**src/rtl/bsa_pkg.sv**
```systemverilog
// Shared constants, types and state encoding for barrel_shift_arbiter.
package bsa_pkg;
  localparam int NREQ = 4;
  localparam int W    = 8;
  localparam int NW   = 3;
  localparam int IDW  = 2;

  localparam logic DIR_LEFT  = 1'b1;
  localparam logic DIR_RIGHT = 1'b0;

  typedef enum logic {IDLE, FULL} state_e;

  typedef struct packed {
    logic [W-1:0]   data;
    logic [NW-1:0]  n;
    logic           lr;
    logic [IDW-1:0] id;
  } req_t;
endpackage

```
**src/rtl/Barrel_Shifter.sv**
```systemverilog
// 8-bit rotator: Lr = 1 rotates left by n, Lr = 0 rotates right by n.
module Barrel_Shifter
  import bsa_pkg::*;
(
  output logic [W-1:0]  Out,
  input  logic [W-1:0]  In,
  input  logic [NW-1:0] n,
  input  logic          Lr
);
  logic [2*W-1:0] dbl;

  // Shifting a doubled copy makes the wrapped bits fall into the kept half.
  always_comb begin
    dbl = '0;
    Out = '0;
    if (Lr == DIR_LEFT) begin
      dbl = {In, In} << n;
      Out = dbl[2*W-1:W];
    end else begin
      dbl = {In, In} >> n;
      Out = dbl[W-1:0];
    end
  end
endmodule

```
**src/rtl/rr_arbiter4.sv**
```systemverilog
// Combinational round-robin select: first valid index at or after ptr.
module rr_arbiter4
  import bsa_pkg::*;
(
  input  logic [NREQ-1:0] req_valid,
  input  logic [IDW-1:0]  ptr,
  output logic [NREQ-1:0] grant,
  output logic            found
);
  logic [IDW-1:0] idx;

  always_comb begin
    grant = '0;
    found = 1'b0;
    idx   = '0;
    for (int k = 0; k < NREQ; k++) begin
      idx = ptr + IDW'(k);
      if (!found && req_valid[idx]) begin
        grant[idx] = 1'b1;
        found      = 1'b1;
      end
    end
  end
endmodule

```
**src/rtl/barrel_shift_arbiter.sv**
```systemverilog
// Four requesters share one Barrel_Shifter through a round-robin arbiter.
// Optional per-requester saturating accept counters under BSA_STATS_EN.
module barrel_shift_arbiter
  import bsa_pkg::*;
(
  input  logic              clk,
  input  logic              rst,
  input  logic [NREQ-1:0]   req_valid,
  output logic [NREQ-1:0]   req_ready,
  input  logic [NREQ*W-1:0] req_data,
  input  logic [NREQ*NW-1:0] req_n,
  input  logic [NREQ-1:0]   req_lr,
  output logic              resp_valid,
  input  logic              resp_ready,
  output logic [W-1:0]      resp_data,
  output logic [IDW-1:0]    resp_id
`ifdef BSA_STATS_EN
  ,
  output logic [NREQ*8-1:0] grant_cnt
`endif
);
  state_e state, nstate;
  logic [IDW-1:0] ptr;
  logic [NREQ-1:0] grant;
  logic found, go;
  logic [IDW-1:0] win;
  req_t hold;

  logic [NREQ-1:0][W-1:0]  data_a;
  logic [NREQ-1:0][NW-1:0] n_a;
  assign data_a = req_data;
  assign n_a    = req_n;

  rr_arbiter4 u_arb (
    .req_valid (req_valid),
    .ptr       (ptr),
    .grant     (grant),
    .found     (found)
  );

  always_comb begin
    win = '0;
    for (int i = 0; i < NREQ; i++)
      if (grant[i]) win = IDW'(i);
  end

  // A slot opens when empty or when the held result leaves this cycle.
  assign go = found && !rst && (state == IDLE || resp_ready);

  always_ff @(posedge clk) begin
    if (rst) state <= IDLE;
    else     state <= nstate;
  end

  always_comb begin
    nstate = state;
    case (state)
      IDLE:    if (go) nstate = FULL;
      FULL:    if (go) nstate = FULL;
               else if (resp_ready) nstate = IDLE;
      default: nstate = IDLE;
    endcase
  end

  always_comb begin
    req_ready  = go ? grant : '0;
    resp_valid = (state == FULL);
  end

  always_ff @(posedge clk) begin
    if (rst) begin
      hold <= '0;
      ptr  <= '0;
    end else if (go) begin
      hold <= '{data: data_a[win], n: n_a[win], lr: req_lr[win], id: win};
      ptr  <= win + IDW'(1);
    end
  end

  Barrel_Shifter u_bs (
    .Out (resp_data),
    .In  (hold.data),
    .n   (hold.n),
    .Lr  (hold.lr)
  );

  assign resp_id = hold.id;

`ifdef BSA_STATS_EN
  logic [NREQ-1:0][7:0] cnt;

  always_ff @(posedge clk) begin
    if (rst)
      cnt <= '0;
    else if (go && cnt[win] != 8'hFF)
      cnt[win] <= cnt[win] + 8'd1;
  end

  assign grant_cnt = cnt;
`endif
endmodule

```
**config.mk**
```make
export PLATFORM = sky130hd
export DESIGN_NAME = barrel_shift_arbiter
export DESIGN_NICKNAME = d
export VERILOG_FILES = /design/src/rtl/bsa_pkg.sv /design/src/rtl/Barrel_Shifter.sv /design/src/rtl/rr_arbiter4.sv /design/src/rtl/barrel_shift_arbiter.sv
export SDC_FILE = /design/constraint.sdc
export NUM_CORES = 1
export LEC_CHECK = 0
export CAP_MARGIN = 40
export CORE_MARGIN = 4
export CORE_UTILIZATION = 30
export CTS_BUF_LIST = sky130_fd_sc_hd__clkbuf_4
export DETAILED_ROUTE_END_ITERATION = 16
export SLEW_MARGIN = 20
export SYNTH_ARGS = -nofsm -noshare
export SYNTH_HDL_FRONTEND = slang
export SYNTH_SLANG_ARGS = --single-unit
```
**constraint.sdc**
```tcl
create_clock -name clk -period 2.9 [get_ports clk]
set_input_delay 0.29 -clock clk [delete_from_list [all_inputs] [get_ports clk]]
set_output_delay 0.29 -clock clk [all_outputs]
set_load 0.005 [all_outputs]
```
==> summary by stage, run 1 <==
Routing
Once detail routing completed, the nets flagged for antenna violations numbered 0. The routed layout has around 2,100 vias. The total wire length is 6.80 mm. After detailed routing, the average wire length per cell comes to 17.5 µm. For this run, design rule violations remaining after detail routing come to 0. In the routed layout, each cell is associated on average with a via count of 5.33. The number of detailed-route iterations in the first pass is 4. In this run, the number of DRC markers left after iteration 0 of detailed routing was 108.

CTS
The number of clock buffers inserted by TritonCTS is 3. The CTS tree is done. The clock-pin slew on the worst setup and hold paths is 110 ps.

The H-tree depth is 1. Clock tree synthesis found a total of 17 sinks. In this run the clock root is driven by a clkbuf_4.

The later pin in the worst-skew pair is clocked with a latency of 290 ps. The maximum count of clock buffers along a single path is 2.

GRT
The initial antenna violation count is 0. The number of global-route vias before repair is 2,205. The largest net degree at the start of global routing is 17.

The first global-routing pass estimated 11.2 mm of wire. The total overflow left after global routing is 0. For this run, the total global-route usage over all layers was measured as 0.162.

Power and ir drop
The power density over cell area is 591 nW/µm². The analysis attributes to cell leakage a power of 1.35 nW. The overall power of the completed layout is 1.83 mW. The peak supply drop is between 150 and 200 µV.

Finish
Of the cells placed in the final design, the portion with a size suffix greater than 1 is 0.283. Summing all flip-flop and latch instances after layout gives 344 µm². The library cell used most frequently in the layout, excluding fill and tap cells, is clkdlybuf4s50_1. The multi-input combinational cells in the finished layout cover a total of 1650 µm².

The layout overhead on the synthesized area is 46.4%. The repair_antennas step left the layout with diodes totalling 0. The library cells used most frequently in the layout, excluding fill and tap cells, are 65 x clkdlybuf4s50_1, 27 x mux4_2, 26 x buf_4, 25 x and3_1. The count of filler cells inserted in the layout is 692. The final net count is about 360. Excluding fillers, the count of instances in the completed layout stands at approximately 400.

STA
Setup violations remaining at the end of the flow were counted as 0. The count of endpoints failing hold in the final timing report was 0. The final critical-path required period is around 2800 ps.

Between clock sinks in the finished design, the worst skew comes to 7.08 ps. In this run the tightest slew margin relative to its limit is 0.659. Of the available clock period, the critical path in the final layout requires 0.955. Based on the critical path, the design can be clocked at up to 361 MHz. The final number of max-transition violations is 0. For the pin with the worst max-slew slack, the measured transition is 508 ps.

Worst setup path
The data required time at the worst endpoint is 2610 ps. In this design, the stage delay of the slowest critical-path cell is roughly 510 ps. The cell family contributing the most delay on the critical path is multiplexers.

The worst setup path is launched from a flop. Traced cell by cell, the critical path runs through inv_2 -> ha_4 -> mux4_2 -> o311a_1 -> or3_1 -> and2_1 -> clkdlybuf4s15_1. The critical path in this run is classified as flop to primary output. The slowest stage of the critical path belongs to the cell mux4_2.

The worst setup path is captured at a primary output. The count of buffering cells on the critical path with inverters included is 2. Data on the critical path arrives at its endpoint at around 2500 ps.

The maximum fanout encountered on the critical timing path is 3.

Yosys
The mean area per synthesized cell is 9.86 µm². The cell count after synthesis is 214. For this run, the register share of the synthesized area comes to 0.161.

For this run, the number of Yosys warnings is 0. The most used flip-flop cell after synthesis is dfxtp_1. In this run, synthesis inferred 0 flip-flops with an integrated enable. The synthesized net count is 275.

The number of register bits inferred by synthesis is 17. The post-synthesis instance area is 2110 µm². For this run, asynchronously set or reset flops after synthesis account for 0. The count of unique library cells instantiated by Yosys is 44.

Flow run
The max-capacitance violation count is 0.

Die
70 I/O pins were placed. The vertical extent of the die is 91.9 µm. The initialized floorplan defines 30 standard-cell rows. The core outline area is 6830 µm². The starting density of the core is 0.309. Measured along the x axis, the die boundary spans just over 90 µm. The die area is between 8000 and 9000 µm².

Outcome
The run finished with clean final reports.

Min path
The classification of the worst-slack hold path is flop to flop.

Placed design
The global placer's final weighted congestion is 0.831. After legalization and detailed placement, the total HPWL measured around 5.1 mm. The count of buffers added on input and output ports is 69. The cell count after placement is roughly 380.
-- per-stage QoR --
stage	hold WS [ps]	setup slack [ps]	setup TNS [ps]	cell area, µm²	util
6_report	545	131	0	3090	0.452
5_1_grt	627	-2.87	-2.87	3090	0.452
3_5_place_dp	533	-73.9	-342	3000	0.440
3_3_place_gp	533	-39.4	-114	3000	0.440
2_1_floorplan	359	42.9	0	2130	-
4_1_cts	554	-96.3	-643	3110	0.455
-- worst min-delay path, cell delays in order (launching register included) --
cell,delay (ps)
dfxtp_1,350
a21oi_1,120
nor2_1,40
-- metal layers --
metal,GRT usage,part of all wire,vias to the layer above
li1,-,-,1005
met1,0.218,0.45,1008
met2,0.277,0.50,60
met3,0.0304,0.051,2
met4,0.0186,0.0053,0
met5,0,0,-
-- cell families (layout without fill, tap and decap cells) --
family / count (synthesis) / count (layout) / synth area share
AO/OA/AOI/OAI: 68 / 68 / 0.270
AND/OR/NAND/NOR: 56 / 56 / 0.156
buffers and inverters: 38 / 117 / 0.0794
multiplexers: 29 / 29 / 0.298
flip-flops: 17 / 17 / 0.161
adder cells (fa/ha/maj): 6 / 6 / 0.0356
-- Yosys cell counts, types with 4 or more instances --
library cell / n / area (µm²)
a211o_1: 12 / 105
a21oi_1: 4 / 20.0
and3_1: 25 / 156
buf_4: 4 / 30.0
clkbuf_1: 11 / 41.3
dfxtp_1: 17 / 340
ha_1: 6 / 75.1
inv_1: 16 / 60.1
mux4_2: 27 / 608
nand2_1: 7 / 26.3
nor2_1: 6 / 22.5
o211ai_1: 6 / 45.0
o211ai_2: 7 / 87.6
o21a_1: 13 / 97.6
o31ai_1: 12 / 90.1
-- state kept, by name, indices dropped and copies added (netlist names) --
signal / cells
hold: 12
ptr: 2
resp_id: 2
resp_valid: 1
-- final timing paths --
| path | slack (ps) | cells after the start | endpoint | startpoint |
|---|---|---|---|---|
| max | 130 | 7 | req_ready[1] | ptr[0] |
| min | 540 | 2 | resp_id[0] | resp_id[0] |
| max reg2reg | 150 | 11 | hold[13] | ptr[0] |
| min reg2reg | 540 | 2 | resp_id[0] | resp_id[0] |
-- power breakdown --
part	leakage (nW)	switching [mW]	internal, mW
combinational	1.19	0.468	0.792
clock	0.0177	0.0767	0.0512
sequential	0.142	0.140	0.297
-- repair_timing --
| item | 4_1_cts | 5_1_grt |
|---|---|---|
| buffers inserted | 7 | 1 |
| pin swaps | 16 | 8 |
| gates resized for setup | 14 | 11 |
| setup endpoints to repair | 4 | 23 |
| hold buffers | 0 | 0 |
-- final cells by class --
| type | instances | share of cell area |
|---|---|---|
| Clock buffer | 3 | 0.00729 |
| Clock inverter | 1 | 0.00162 |
| Inverter | 17 | 0.0206 |
| Multi-Input combinational cell | 159 | 0.534 |
| Sequential cell | 17 | 0.111 |
| Tap cell | 96 | 0.0389 |
| Timing Repair Buffer | 96 | 0.287 |
Power figures use the tool's default switching activity.
==> run 2, diff against run 1 <==
--- a/config.mk
+++ b/config.mk
@@ -7,9 +7,10 @@
 export LEC_CHECK = 0
 export CAP_MARGIN = 40
 export CORE_MARGIN = 4
-export CORE_UTILIZATION = 30
+export CORE_UTILIZATION = 43
 export CTS_BUF_LIST = sky130_fd_sc_hd__clkbuf_4
 export DETAILED_ROUTE_END_ITERATION = 16
+export PLACE_DENSITY = 0.79
 export SLEW_MARGIN = 20
 export SYNTH_ARGS = -nofsm -noshare
 export SYNTH_HDL_FRONTEND = slang
==> summary by stage, run 2 (synthesis gave the netlist of run 1 again) <==
Worst setup path
The type of origin of the critical path is a flop. The reg-to-reg startpoint is ptr[1]. The arrival time at the worst endpoint is 2600 ps.

Tracing the worst setup path back leads to its startpoint at ptr[1]. The flop-to-flop setup slack is about 30 ps. The endpoint identified for the worst register-to-register timing path is hold[4]. The maximum fanout encountered on the critical timing path is 3. The kind of capture point of the worst setup path is a primary output. The kind of critical path is flop to primary output. The depth of the most critical reg-to-reg path is 9. In this run the worst setup path terminates at req_ready[3]. The data required time at the worst endpoint is 2610 ps.

CTS
The maximum count of clock buffers along a single path is 2. In this run, CTS created clock tree buffers numbering 3. The H-tree depth is 1. The tree built by TritonCTS fans out to 17 sinks. After clock tree synthesis, the clock-pin slew on the worst setup and hold paths is 110 ps.

The clock root buffer is clkbuf_4. The CTS tree is done. At the later pin of the worst-skew pair, clock insertion delay measures 300 ps.

STA
The portion of the clock cycle consumed by the worst path in the final layout is 0.995. The transition time at the pin with the least slew margin is 684 ps. Setup violations remaining at the end of the flow were counted as 0.

The worst pin sits at a relative slew slack of 0.541. For the finished layout, the period the worst path requires is 2890 ps. The post-route setup TNS is 0 ps. The count of endpoints failing hold in the final timing report is 0. Hold is met by between 500 and 600 ps.

The worst-case clock skew is 6.39 ps. Setup repair after global routing could not meet its margin everywhere. The final number of max-transition violations is 0. The highest clock rate is 346 MHz.

Die
The width of the chip is approximately 80 µm. The die area is 6090 µm². The initial utilization of the core area, before any placement, comes to 0.444. The die is 78.1 µm tall. Row generation in the floorplan step produced 25 rows. The core region is 4750 µm². The number of top-level pins is 70.

Power and ir drop
In this run the power density over the cells is 597 nW/µm². VDD sags by at most roughly 270 µV. Power comes to about 1.9 mW.

In this run the static leakage power is 1.39 nW.

Min path
The worst hold path passes through 2 cells. The beginning of the worst hold path is resp_id[0]. The classification of the worst-slack hold path is flop to flop.

Routing
The post-detailed-route via-to-cell ratio is 5.83. The via count of the routed design is 2,135. The number of DRC violations after detailed routing is 0. After detailed routing, the total wire length is between 6 and 7 mm.

The starting DRC count in detailed routing is 112. The residual antenna-violating net count after detailed routing is 0. The number of detailed-route iterations in the first pass is 5.

The average wire length per cell after detail routing is 17.3 µm.

Finish
In the layout the commonest cells are 65 x clkdlybuf4s50_1, 31 x buf_4, 27 x mux4_2, 25 x and3_1. Of the cells placed in the final design, the portion with a size suffix greater than 1 is 0.311. In the final design database the tool counted roughly 360 nets. 0 antenna diodes ended up in the layout. The register with the most flip-flops in the layout has 12 of them. The layout overhead on the synthesized area is 48.5%. The most common library cell in the layout ignoring fill and taps is clkdlybuf4s50_1.

The share of the core filled with cells is 0.659. The register containing the most flip-flops in the final layout is hold.

GRT
Entering global routing, the biggest net connects 18 pins. The initial antenna violation count is 0. The overflow left after global routing is 0. The combined global-route utilization of all metal layers is 0.208. The number of global-route vias before repair is 2,094. The wire length of the first global-routing pass is 10.2 mm.

Flow run
Across the run, the number of max-cap violations was 0.

Placed design
The placed wire-length estimate is just under 5 mm. The congestion estimate from routability-driven global placement came to 0.948. The count of buffers from port buffering is a little under 70.

Outcome
The flow ran to the end, and the final reports show no timing, DRC or antenna violations.
-- run 2: cell types whose count changed in the layout (fill, tap and decap cells not counted), sizes merged --
cell	delta
buf	+8
clkbuf	-1
clkdlybuf4s15	-1
-- run 2: worst min-delay path by stage --
stage	endpoint	slack (ps)
4_1_cts	resp_id[0]	530
2_1_floorplan	ptr[1]	360
3_5_place_dp	resp_id[0]	490
3_3_place_gp	resp_id[0]	510
5_1_grt	resp_id[0]	570
6_report	resp_id[0]	540
-- run 2: routing by layer --
| metal | vias up | wire length (µm) | GRT usage |
|---|---|---|---|
| li1 | 1018 | - | - |
| met4 | 0 | 71 | 0.0507 |
| met5 | - | 0 | 0 |
| met2 | 81 | 3270 | 0.357 |
| met1 | 1026 | 2540 | 0.274 |
| met3 | 10 | 441 | 0.0321 |
-- run 2: final cells by class --
type | count | area [µm²]
clock buffer | 3 | 22.5
sequential | 17 | 343
fill | 413 | 1620
multi-input combinational | 159 | 1680
clock inverter | 1 | 5.00
tap | 67 | 83.8
timing repair buffer | 102 | 936
inverter | 17 | 63.8
-- run 2: repair_timing --
| action | in CTS | in global routing |
|---|---|---|
| setup endpoints to repair | 4 | 15 |
| setup buffers | 5 | 1 |
| gates cloned | 0 | 0 |
| gates resized for setup | 20 | 10 |
| pin swaps | 5 | 7 |
| hold buffers | 0 | 0 |
| endpoints found under the hold margin | 0 | 0 |
-- run 2: per-stage QoR --
| step | worst slack [ps] | cell area (µm²) | instances |
|---|---|---|---|
| finish | 13.2 | 3140 | 366 |
| global route | -61.4 | 3140 | 366 |
| CTS | -0.729 | 3080 | 365 |
| detailed placement | -92.2 | 3000 | 356 |
| global placement | -32.8 | 3000 | 356 |
| floorplan | 42.9 | 2130 | 214 |
-- run 2: power breakdown --
group | internal, mW | leakage [nW] | switching [mW]
sequential | 0.296 | 0.142 | 0.134
clock | 0.0514 | 0.0177 | 0.0818
combinational | 0.827 | 1.23 | 0.483
-- run 2: worst max-delay path, cell delays in order (launching register included) --
cell     delay (ps)
dfxtp_2         340
inv_1            70
ha_4            280
mux4_2          550
buf_6           150
or3b_4          370
a31oi_4         190
a21o_1          120
and2_4          150
buf_6            90
